--- src/rtl/muldiv_seq.sv ---
// muldiv_seq: iterative sequencer for MIPS mult/multu/div/divu.
// Accepts one operation at a time over a valid/ready handshake. It runs 32
// shift-add (multiply) or restoring shift-subtract (divide) iterations, then
// applies sign correction. The {HI, LO} result is held until it is consumed.
//
// Ports:
//   i_clk, i_reset     clock, synchronous active-high reset
//   i_req_valid/o_req_ready, i_req_op, i_src_a, i_src_b   request side
//                      op: 00 mult, 01 multu, 10 div, 11 divu
//   i_flush            abort any operation in flight, no result produced
//   o_busy             high whenever not IDLE (EX stall)
//   o_res_valid/i_res_ready, o_res_hi, o_res_lo           result side
//
// state  | meaning
// IDLE   | waiting for a request, req_ready high
// RUN    | one multiply/divide iteration per cycle, cnt 0..31
// FIX    | sign correction / divide-by-zero override, load result
// DONE   | result presented until res_ready
module muldiv_seq #(
  parameter int XLEN  = 32,
  parameter int CNT_W = 5
) (
  input  logic            i_clk,
  input  logic            i_reset,
  input  logic            i_req_valid,
  output logic            o_req_ready,
  input  logic [1:0]      i_req_op,
  input  logic [XLEN-1:0] i_src_a,
  input  logic [XLEN-1:0] i_src_b,
  input  logic            i_flush,
  output logic            o_busy,
  output logic            o_res_valid,
  input  logic            i_res_ready,
  output logic [XLEN-1:0] o_res_hi,
  output logic [XLEN-1:0] o_res_lo
);

  typedef enum logic [1:0] {S_IDLE, S_RUN, S_FIX, S_DONE} state_t;

  state_t              r_state;
  logic [CNT_W-1:0]    r_cnt;
  logic                r_is_div;
  logic                r_sa;
  logic                r_sb;
  logic                r_b_zero;
  logic [XLEN-1:0]     r_a_raw;   // unmodified dividend, returned as HI on divide by zero
  logic [XLEN-1:0]     r_a;       // |multiplicand|
  logic [XLEN-1:0]     r_b;       // |divisor|
  logic [2*XLEN-1:0]   r_acc;     // multiply accumulator: {partial product, remaining multiplier}
  logic [XLEN-1:0]     r_rem;     // divide partial remainder
  logic [XLEN-1:0]     r_quo;     // divide: dividend shifts out of the top, quotient shifts in at the bottom
  logic                r_req_ready;
  logic                r_busy;
  logic                r_res_valid;
  logic [XLEN-1:0]     r_res_hi;
  logic [XLEN-1:0]     r_res_lo;

  // Request decode: op[0]=1 means unsigned, op[1]=1 means divide.
  logic                w_signed;
  logic                w_sa_in;
  logic                w_sb_in;
  logic [XLEN-1:0]     w_mag_a;
  logic [XLEN-1:0]     w_mag_b;

  assign w_signed = ~i_req_op[0];
  assign w_sa_in  = i_src_a[XLEN-1] & w_signed;
  assign w_sb_in  = i_src_b[XLEN-1] & w_signed;
  assign w_mag_a  = w_sa_in ? -i_src_a : i_src_a;
  assign w_mag_b  = w_sb_in ? -i_src_b : i_src_b;

  // Multiply step: add multiplicand into the upper half when the multiplier
  // LSB is set, then shift the whole accumulator right by one. The carry out
  // of the add becomes the new MSB.
  logic [XLEN-1:0]     w_addend;
  logic [XLEN:0]       w_sum;
  logic [2*XLEN-1:0]   w_acc_next;

  assign w_addend   = r_acc[0] ? r_a : '0;
  assign w_sum      = {1'b0, r_acc[2*XLEN-1:XLEN]} + {1'b0, w_addend};
  assign w_acc_next = {w_sum, r_acc[XLEN-1:1]};

  // Restoring divide step on a 33-bit partial remainder. The remainder is
  // always below the divisor, so after a subtract it fits in XLEN bits again.
  logic [XLEN:0]       w_shift;
  logic                w_ge;
  logic [XLEN-1:0]     w_rem_next;
  logic [XLEN-1:0]     w_quo_next;

  assign w_shift    = {r_rem, r_quo[XLEN-1]};
  assign w_ge       = (w_shift >= {1'b0, r_b});
  assign w_rem_next = w_ge ? XLEN'(w_shift - {1'b0, r_b}) : w_shift[XLEN-1:0];
  assign w_quo_next = {r_quo[XLEN-2:0], w_ge};

  // Sign correction. The quotient takes the XOR of the operand signs and the
  // remainder takes the dividend's sign. 0x80000000 / -1 falls out naturally
  // as 0x80000000 with a zero remainder.
  logic [2*XLEN-1:0]   w_prod_fix;
  logic [XLEN-1:0]     w_quo_fix;
  logic [XLEN-1:0]     w_rem_fix;

  assign w_prod_fix = (r_sa ^ r_sb) ? -r_acc : r_acc;
  assign w_quo_fix  = (r_sa ^ r_sb) ? -r_quo : r_quo;
  assign w_rem_fix  = r_sa ? -r_rem : r_rem;

  always_ff @(posedge i_clk) begin
    if (i_reset) begin
      r_state     <= S_IDLE;
      r_cnt       <= '0;
      r_is_div    <= 1'b0;
      r_sa        <= 1'b0;
      r_sb        <= 1'b0;
      r_b_zero    <= 1'b0;
      r_a_raw     <= '0;
      r_a         <= '0;
      r_b         <= '0;
      r_acc       <= '0;
      r_rem       <= '0;
      r_quo       <= '0;
      r_req_ready <= 1'b1;
      r_busy      <= 1'b0;
      r_res_valid <= 1'b0;
      r_res_hi    <= '0;
      r_res_lo    <= '0;
    end else if (i_flush) begin
      r_state     <= S_IDLE;
      r_cnt       <= '0;
      r_req_ready <= 1'b1;
      r_busy      <= 1'b0;
      r_res_valid <= 1'b0;
    end else begin
      case (r_state)
        S_IDLE: begin
          if (i_req_valid) begin
            r_state     <= S_RUN;
            r_cnt       <= '0;
            r_is_div    <= i_req_op[1];
            r_sa        <= w_sa_in;
            r_sb        <= w_sb_in;
            r_b_zero    <= (i_src_b == '0);
            r_a_raw     <= i_src_a;
            r_a         <= w_mag_a;
            r_b         <= w_mag_b;
            r_acc       <= {{XLEN{1'b0}}, w_mag_b};
            r_rem       <= '0;
            r_quo       <= w_mag_a;
            r_req_ready <= 1'b0;
            r_busy      <= 1'b1;
          end
        end
        S_RUN: begin
          if (r_is_div) begin
            r_rem <= w_rem_next;
            r_quo <= w_quo_next;
          end else begin
            r_acc <= w_acc_next;
          end
          r_cnt <= r_cnt + CNT_W'(1);
          if (r_cnt == CNT_W'(XLEN - 1)) begin
            r_state <= S_FIX;
          end
        end
        S_FIX: begin
          if (!r_is_div) begin
            r_res_hi <= w_prod_fix[2*XLEN-1:XLEN];
            r_res_lo <= w_prod_fix[XLEN-1:0];
          end else if (r_b_zero) begin
            r_res_hi <= r_a_raw;
            r_res_lo <= '1;
          end else begin
            r_res_hi <= w_rem_fix;
            r_res_lo <= w_quo_fix;
          end
          r_state     <= S_DONE;
          r_res_valid <= 1'b1;
        end
        S_DONE: begin
          if (i_res_ready) begin
            r_state     <= S_IDLE;
            r_cnt       <= '0;
            r_res_valid <= 1'b0;
            r_req_ready <= 1'b1;
            r_busy      <= 1'b0;
          end
        end
        default: begin
          r_state     <= S_IDLE;
          r_req_ready <= 1'b1;
          r_busy      <= 1'b0;
          r_res_valid <= 1'b0;
        end
      endcase
    end
  end

  assign o_req_ready = r_req_ready;
  assign o_busy      = r_busy;
  assign o_res_valid = r_res_valid;
  assign o_res_hi    = r_res_hi;
  assign o_res_lo    = r_res_lo;

endmodule

--- config.mk ---
export PLATFORM = sky130hd
export DESIGN_NAME = muldiv_seq
export DESIGN_NICKNAME = d
export VERILOG_FILES = /design/src/rtl/muldiv_seq.sv
export SDC_FILE = /design/constraint.sdc
export NUM_CORES = 1
export LEC_CHECK = 0
export BUFFER_PORTS_ARGS = -buffer_cell sky130_fd_sc_hd__buf_4
export CORE_UTILIZATION = 36
export CTS_BUF_LIST = sky130_fd_sc_hd__clkbuf_2 sky130_fd_sc_hd__clkbuf_4 sky130_fd_sc_hd__clkbuf_8
export DETAILED_ROUTE_END_ITERATION = 6
export PLACE_DENSITY = 0.61
export SETUP_SLACK_MARGIN = 0.2
export SLEW_MARGIN = 20
export SYNTH_ARGS = -nofsm -noshare
export SYNTH_HDL_FRONTEND = slang
export SYNTH_SLANG_ARGS = --single-unit
--- constraint.sdc ---
create_clock -name i_clk -period 4.3 [get_ports i_clk]
set_input_delay 0.86 -clock i_clk [delete_from_list [all_inputs] [get_ports i_clk]]
set_output_delay 0.86 -clock i_clk [all_outputs]
set_load 0.005 [all_outputs]
======== Word level (Yosys, flattened, before mapping) ========
Index checks and enable logic that the tools add are counted.
storage, ports and cells
  register bits ........................... 302
  output and inout port bits .............. 67
  input port bits ......................... 71
cells by class
  mux-type cells .......................... 34
  reductions and logical operators ........ 15
  equality and inequality tests ........... 9
  $add $sub $neg .......................... 8
  magnitude comparators ................... 1
  bitwise operators ....................... 5
operator list
  cell                                          number
  two-way mux 32 bit                            14
  two-way mux 64 bit                            3
  negation 32 bit                               4
  one-hot mux 32 bit (2 select lines)           2
  one-hot mux 64 bit (2 select lines)           1
  negation 64 bit                               1
  adder 32 x 32 -> 33 bit                       1
  >= comparator 33 x 32 -> 1 bit                1
  zero test 32 bit                              1
  subtractor 32 bit                             1
  one-hot mux 5 bit (3 select lines)            1
  AND reduction 3 bit                           4
  two-way mux 5 bit                             2
  != test 2 bit (second input constant)         5
  one-hot mux 2 bit (4 select lines)            1
  AND reduction 4 bit                           2
  two-way mux 2 bit                             3
  one-hot mux 1 bit (2 select lines)            3
  nonzero test 2 bit                            3
  adder 5 x 1 -> 5 bit (second input constant)  1
  equality test 5 bit (second input constant)   1
  equality test 2 bit (second input constant)   2
  two-way mux 1 bit                             4
  AND reduction 2 bit                           2
  7 further kinds                               9

======== Longest topological paths before layout ========
Gate-level depths: netlist of run 1.
  word-level depth ........................ 5
  depth in mapped cells ................... 14
  mapped depth without buffers ............ 13

======== Worst setup path before layout of run 1 ========
No wires, ideal clock.
  path kind ............................... input -> register
  from .................................... input i_src_b[6]
  to ...................................... register r_acc[28]
  setup time .............................. 0.070 ns
  arrival time ............................ 3.169 ns
  stages on the path ...................... 10
  data required time ...................... 4.230 ns
  path slack .............................. 1.061 ns
  buffers on the path ..................... 1
  cell sequence ........................... or4_1 or4_1 clkbuf_1 nor4_4 nand2_1 o31a_1 xnor2_1 o21ai_0 nand2_1 a21oi_1
on the way
  longest elaborated chain between the ends .. 4
ends and longest elaborated chain
  item                                 line  text
  from (decl)                          29    input logic [XLEN-1:0] i_src_b,
  negation 32 bit                      69    assign w_mag_b = w_sb_in ? -i_src_b : i_src_b;
  two-way mux 32 bit                   69
  two-way mux 64 bit                   133   if (i_req_valid) begin
  one-hot mux 64 bit (2 select lines)  131   case (r_state)
  to (signal assigned)                 143   r_acc <= {{XLEN{1'b0}}, w_mag_b};
  to (signal assigned)                 155   r_acc <= w_acc_next;
  to (decl)                            49    logic [2*XLEN-1:0] r_acc;
No other way between the ends. The select of a mux whose other input is x is not followed.
A chain may end at the register's enable or synchronous reset.

======== Worst setup path after layout of run 1 ========
  from .................................... register r_acc[0]
  to ...................................... register r_acc[63]
on the way
  longest elaborated chain between the ends .. 4
ends and longest elaborated chain
  item                                 line  text
  two-way mux 32 bit                   78    assign w_addend = r_acc[0] ? r_a : '0;
  adder 32 x 32 -> 33 bit              79    assign w_sum = {1'b0, r_acc[2*XLEN-1:XLEN]} + {1'b0, w_addend};
  two-way mux 64 bit                   151   if (r_is_div) begin
  one-hot mux 64 bit (2 select lines)  131
No other way between the ends. The select of a mux whose other input is x is not followed.

==> reports/results.tsv, run 1 <==
metric	value	unit
detail_route.first_pass.iterations	6	
ys_ff_latch	301	
cts_made_buffers	55	
worst_setup_path_end_kind	register	
hpwl	52700	um
grt_setup_unrepaired	no	
worst-path-buf-inv	2	
met2_length	31100	um
numPortBuffers	137	
clock_skew	0.0362	ns
ctsHoldBuffers	0	
status	complete, no violations	
grt_pass1_vias	18100	
tns	0	ns
root_buffer	clkbuf_8	
slew_violations	0	
seqPwrFrac	39.3	%
ys_types	76	
drc	0	
drt-initial-drc-count	1739	
start_util	36.8	%
cts_setup_buffers	0	
swShare	30.0	%
cts_tree	yes	
rows	84	
timing.hold.ws	0.442	ns
wl_per_cell	20.6	um
path_cells	buf_4, and2_1, ha_1, a21o_1, or3_1, o21ai_0, o21ai_0, buf_4, a211oi_1, o21ai_0, a221oi_1, o21ai_0	
worstSetupStartpoint	r_acc[0]$_SDFFE_PP0P_	
crit_slowest_cell	dfxtp_1	
yosys_warnings	0	
ctsResizeCount	0	
crit_path_frequent_cell	o21ai_0	
routed_wl	70000	um
vias	19400	
die_x	235	um
min_period_over_period	89.0	%
drive_gt1_share	12.0	%
hp-class	reg -> reg	
final_common_cell	nand2_1	
timing.rr.start	r_acc[0]$_SDFFE_PP0P_	
syn-instance-count	2601	
clk_pin_slew_worst_paths	0.07	ns
grt_max_degree	67	
grt_pass1_wl	106000	um
setup-violations-final	0	
synth_flop_cell	dfxtp_1	
synth-edff-count	0	
synth-seq-area-share	30.9	%
cts_max_level	2	
required	4.85	ns
synthArstFlopShare	0	%
worstPathMaxFanout	28	
worstMarginPinSlew	1.07	ns
antenna_found_initial	1	
startpoint_type	register	
core	53000	sq um
relSlewSlack	28.8	%
power_density	341	nW/um^2
finalCriticalPeriod	3.83	ns
syn_area_per_cell	7.49	sq um
p_sw	2300	uW
power.total	7660	uW
syn_area	19500	sq um
maxCapViolations	0	
drt-met1-wl	31400	um
pwr-share-clk	43.6	%
slowest_delay	0.61	ns
grt_overflow_total	0	
power_frac_comb	17.0	%
detail_route.vias_per_cell	5.71	
die_area	55000	sq um
crit_type	reg -> reg	
nNetsFinal	2820	
ir_drop	242	uV
crit_family	compound AO/OA/AOI/OAI gates	
routabilityCongestion	0.954	
wl_met3	4820	um
syn2layout_area_growth	15.4	%
clock_sinks	301	
insertion_delay	0.67	ns
power.internal	5370	uW
ios	138	
finalHoldViolations	0	
dr.max_layer_used	met4	
ant_nets	0	
min_from	o_res_hi[30]$_SDFFE_PP0P_	
clk_path_buf_depth	3	
p_leak	0.00907	uW
cp_data_arrival_time	4.38	ns
grtUsageTotal	24.6	%
die_h	235	um
layout.cells.most_common_list	nand2_1 (415), dfxtp_1 (300), a21oi_1 (254)	
synthesis.nets	2749	
max_freq	261	MHz
[power groups by stage]
stage	logic [uW]	registers [uW]	clock network, uW
after floorplan	877	3010	0
after global placement	1270	3070	0
after detailed placement	1280	3070	0
after CTS	1280	3010	3410
after global routing	1420	3020	3510
final	1310	3010	3340
[registers in the layout (all words and copies together), names as in the netlist, 5 cells and up]
signal    count
r_quo        32
o_res_hi     32
r_a_raw      32
r_acc        64
r_b          32
r_cnt         5
r_a          31
o_res_lo     32
r_rem        32
[cell families (layout without fill, tap and decap cells)]
kind of cell / count (synthesis) / count (layout) / synth area share (%)
adder cells (fa/ha/maj): 77 / 77 / 5.02
AO/OA/AOI/OAI: 801 / 801 / 26.0
multiplexers: 29 / 29 / 1.50
XOR/XNOR: 231 / 231 / 10.4
AND/OR/NAND/NOR: 915 / 915 / 21.3
buffers and inverters: 247 / 362 / 4.83
other: 0 / 1 / 0
flip-flops: 301 / 301 / 30.9
[synth_stat cells (all sizes together), types with 22 or more instances]
cell / number / share of area, %
o221ai: 31 / 1.4
xor2: 97 / 4.4
o211ai: 29 / 1.1
a21o: 50 / 1.9
clkbuf: 154 / 3.0
nor4: 26 / 1.1
nor3: 50 / 1.3
o21ai: 184 / 4.7
a21oi: 255 / 6.6
nand2b: 24 / 0.77
dfxtp: 301 / 31
ha: 75 / 4.8
nor2: 227 / 4.4
nand2: 415 / 8.0
o31ai: 30 / 1.2
xnor2: 134 / 6.0
inv: 74 / 1.4
and2: 41 / 1.3
a31oi: 22 / 0.71
a211oi: 73 / 2.8
mux2i: 28 / 1.4
nand3: 35 / 0.90
[tightest hold or removal path: cells and delay by family, from the launching register on]
family / cells / cell delay, ns
DFF: 1 / 0.31
and+or+nand+nor: 2 / 0.09
[path summary, 6_finish.rpt]
| kind | end | slack, ns | cells after the start |
|---|---|---|---|
| setup / recovery | r_acc[63]$_SDFFE_PP0P_ | 0.47 | 12 |
| hold / removal | o_res_hi[30]$_SDFFE_PP0P_ | 0.44 | 2 |
| setup reg to reg | r_acc[63]$_SDFFE_PP0P_ | 0.47 | 12 |
| hold reg to reg | o_res_hi[30]$_SDFFE_PP0P_ | 0.44 | 2 |
[area by class of cell]
class	instances	area [sq um]
antenna	1	2.50
inverter	74	278
clock buffer	87	1080
clock inverter	14	251
sequential	301	6030
tap	688	861
multi-input combinational	2053	12600
fill	5389	30500
timing repair buffer	187	1410
[through the flow]
stage / worst slack, ns / utilization (%) / area [sq um] / cells
finish: 0.471 / 42.4 / 22500 / 3405
global route: 0.221 / 42.4 / 22500 / 3405
CTS: 0.602 / 42.4 / 22500 / 3404
detailed placement: 0.586 / 39.9 / 21100 / 3303
global placement: 0.730 / 39.9 / 21100 / 3303
floorplan: 1.06 / - / 19500 / 2601
[per-layer routing]
layer / GRT usage, % / vias to the layer above
met5: 0 / -
met4: 10.8 / 0
met2: 38.8 / 721
met3: 3.91 / 125
li1: - / 9385
met1: 33.0 / 9195
Power figures use the tool's default switching activity.
==> run 2: changes to the inputs <==
--- a/config.mk
+++ b/config.mk
@@ -10,8 +10,10 @@
 export CTS_BUF_LIST = sky130_fd_sc_hd__clkbuf_2 sky130_fd_sc_hd__clkbuf_4 sky130_fd_sc_hd__clkbuf_8
 export DETAILED_ROUTE_END_ITERATION = 6
 export PLACE_DENSITY = 0.61
+export RECOVER_POWER = 25
+export REMOVE_ABC_BUFFERS = 1
 export SETUP_SLACK_MARGIN = 0.2
-export SLEW_MARGIN = 20
+export SLEW_MARGIN = 25
 export SYNTH_ARGS = -nofsm -noshare
 export SYNTH_HDL_FRONTEND = slang
 export SYNTH_SLANG_ARGS = --single-unit
==> run 2 against run 1 <==
  * The run now ends with capacitance limit, slew limit left
  * Critical path depth shrank 1
  * Clock-buffer cell count shrank 1
  * Flip-flop and latch count is the same
  * Critical endpoint is now r_rem[18]$_SDFFE_PP0P_
  * Cell area shrank 0.71%
  * Wire length is essentially flat
  * Clock skew shrank 0.0035 ns
  * Hold slack lost 0.0016 ns
  * Setup slack gained 0.11 ns
  * Critical path type unchanged
  * Core utilization shrank 0.30 points
  * Final cell count shrank 0.15%
  * Combinational power is essentially flat
  * Via count grew 0.20%
==> reports/results.tsv, run 2 (synthesis gave the netlist of run 1 again) <==
metric	value	unit
crit_slowest_cell	a2111oi_0	
crit_family	compound AO/OA/AOI/OAI gates	
numPortBuffers	137	
min_period_over_period	86.5	%
ant_nets	0	
slew_violations	154	
relSlewSlack	-82.7	%
hpwl	52000	um
drive_gt1_share	11.6	%
hp-class	reg -> reg	
drt-initial-drc-count	1709	
nNetsFinal	2816	
cts_made_buffers	55	
antenna_found_initial	3	
status	complete, but fails checks	
grt_max_degree	154	
clk_path_buf_depth	3	
layout.cells.most_common_list	nand2_1 (414), dfxtp_1 (300), a21oi_1 (254)	
final_common_cell	nand2_1	
worst_setup_path_end_kind	register	
min_from	o_res_hi[16]$_SDFFE_PP0P_	
cp_data_arrival_time	4.22	ns
die_h	235	um
worst-path-buf-inv	1	
start_util	36.8	%
root_buffer	clkbuf_8	
crit_path_frequent_cell	a21o_1	
grt_pass1_vias	18100	
grt_overflow_total	0	
die_x	235	um
ir_drop	208	uV
clk_pin_slew_worst_paths	0.06	ns
wl_per_cell	20.6	um
power.total	7410	uW
finalCriticalPeriod	3.72	ns
path_cells	ha_1, a21o_1, a21o_1, a2111oi_0, nor4b_1, and4b_1, a22o_1, buf_4, nor2_1, a21oi_1, o21ai_0	
p_leak	0.00894	uW
slowest_delay	0.68	ns
regMostFlops	r_acc	
crit_type	reg -> reg	
maxCapViolations	1	
finalHoldViolations	0	
setup-violations-final	0	
timing.rr.start	r_rem[17]$_SDFFE_PP0P_	
cts_tree	yes	
max_freq	269	MHz
ios	138	
tns	0	ns
rows	84	
clock_skew	0.0327	ns
vias	19500	
drc	0	
whs_path_depth	2	
rr_endpoint	r_rem[18]$_SDFFE_PP0P_	
routed_wl	70000	um
core	53000	sq um
timing.hold.ws	0.441	ns
grt_setup_unrepaired	no	
required	4.80	ns
cts_setup_buffers	0	
startpoint_type	register	
cts_max_level	2	
clock_sinks	301	
routabilityCongestion	0.975	
detail_route.vias_per_cell	5.73	
reg2reg_slack	0.58	ns
largest_reg_flops	64	
ctsHoldBuffers	0	
insertion_delay	0.68	ns
die_area	55000	sq um
dp_slack	0.417	ns
worstPathMaxFanout	22	
seq_area	6030	sq um
grtUsageTotal	24.8	%
ff2ff_path_depth	11	
syn2layout_area_growth	14.6	%
finalWorstSetupSlack	0.580	ns
grt_pass1_wl	108000	um
power_density	332	nW/um^2
worstMarginPinSlew	2.74	ns
num-fill-cells	5442	
violations	capacitance limit, slew limit	
place_area	21100	sq um
holdPathEnd	o_res_hi[16]$_SDFFE_PP0P_	
detail_route.first_pass.iterations	5	
multi_input_area	12600	sq um
fin_area	22300	sq um
run 2: repair_timing:
| item | CTS | global route |
|---|---|---|
| setup endpoints to repair | 0 | 2 |
| gates resized for setup | 0 | 1 |
| hold endpoints to repair | 0 | 0 |
run 2: area by class of cell:
cell class                      instances  share of cell area [%]
Antenna cell                            1                  0.0112
Clock buffer                           86                    4.91
Timing Repair Buffer                  183                    6.08
Clock inverter                         14                   0.583
Sequential cell                       301                    27.0
Tap cell                              688                    3.86
Inverter                               74                    1.24
Multi-Input combinational cell       2053                    56.3
run 2: through the flow:
step,utilization (%),instances
after global placement,39.9,3299
after global routing,42.1,3400
after detailed placement,39.9,3299
after floorplan,-,2428
final,42.1,3400
after CTS,42.2,3399
run 2: how the worst max path moves through the flow:
| stage | start | end | slack, ns | cells past startpoint |
|---|---|---|---|---|
| floorplan | i_req_valid | r_b[1]$_SDFFE_PP0P_ | -1.94 | 3 |
| global placement | r_acc[0]$_SDFFE_PP0P_ | r_acc[59]$_SDFFE_PP0P_ | 0.54 | 13 |
| detailed placement | r_acc[0]$_SDFFE_PP0P_ | r_acc[59]$_SDFFE_PP0P_ | 0.42 | 13 |
| CTS | r_acc[0]$_SDFFE_PP0P_ | r_acc[59]$_SDFFE_PP0P_ | 0.42 | 13 |
| global route | r_rem[17]$_SDFFE_PP0P_ | r_rem[18]$_SDFFE_PP0P_ | 0.36 | 11 |
| finish | r_rem[17]$_SDFFE_PP0P_ | r_rem[18]$_SDFFE_PP0P_ | 0.58 | 11 |
run 2: report_power, final:
part           internal, uW  switching (uW)
logic                   459             855
registers              2890             113
clock network          1740            1350
total                  5090            2320
run 2: metal layers:
layer / GRT usage, % / share of wire [%]
met1: 34.0 / 46
met2: 39.1 / 45
met3: 3.72 / 6.1
met4: 9.33 / 3.4
met5: 0 / 0
run 2: worst reg2reg max path, stage by stage, from the launching register on:
cell and delay, ns:
dfxtp_1 0.48, ha_1 0.36, a21o_1 0.21, a21o_1 0.19, a2111oi_0 0.68, nor4b_1 0.17, and4b_1 0.31, a22o_1 0.68
buf_4 0.25, nor2_1 0.04, a21oi_1 0.11, o21ai_0 0.09
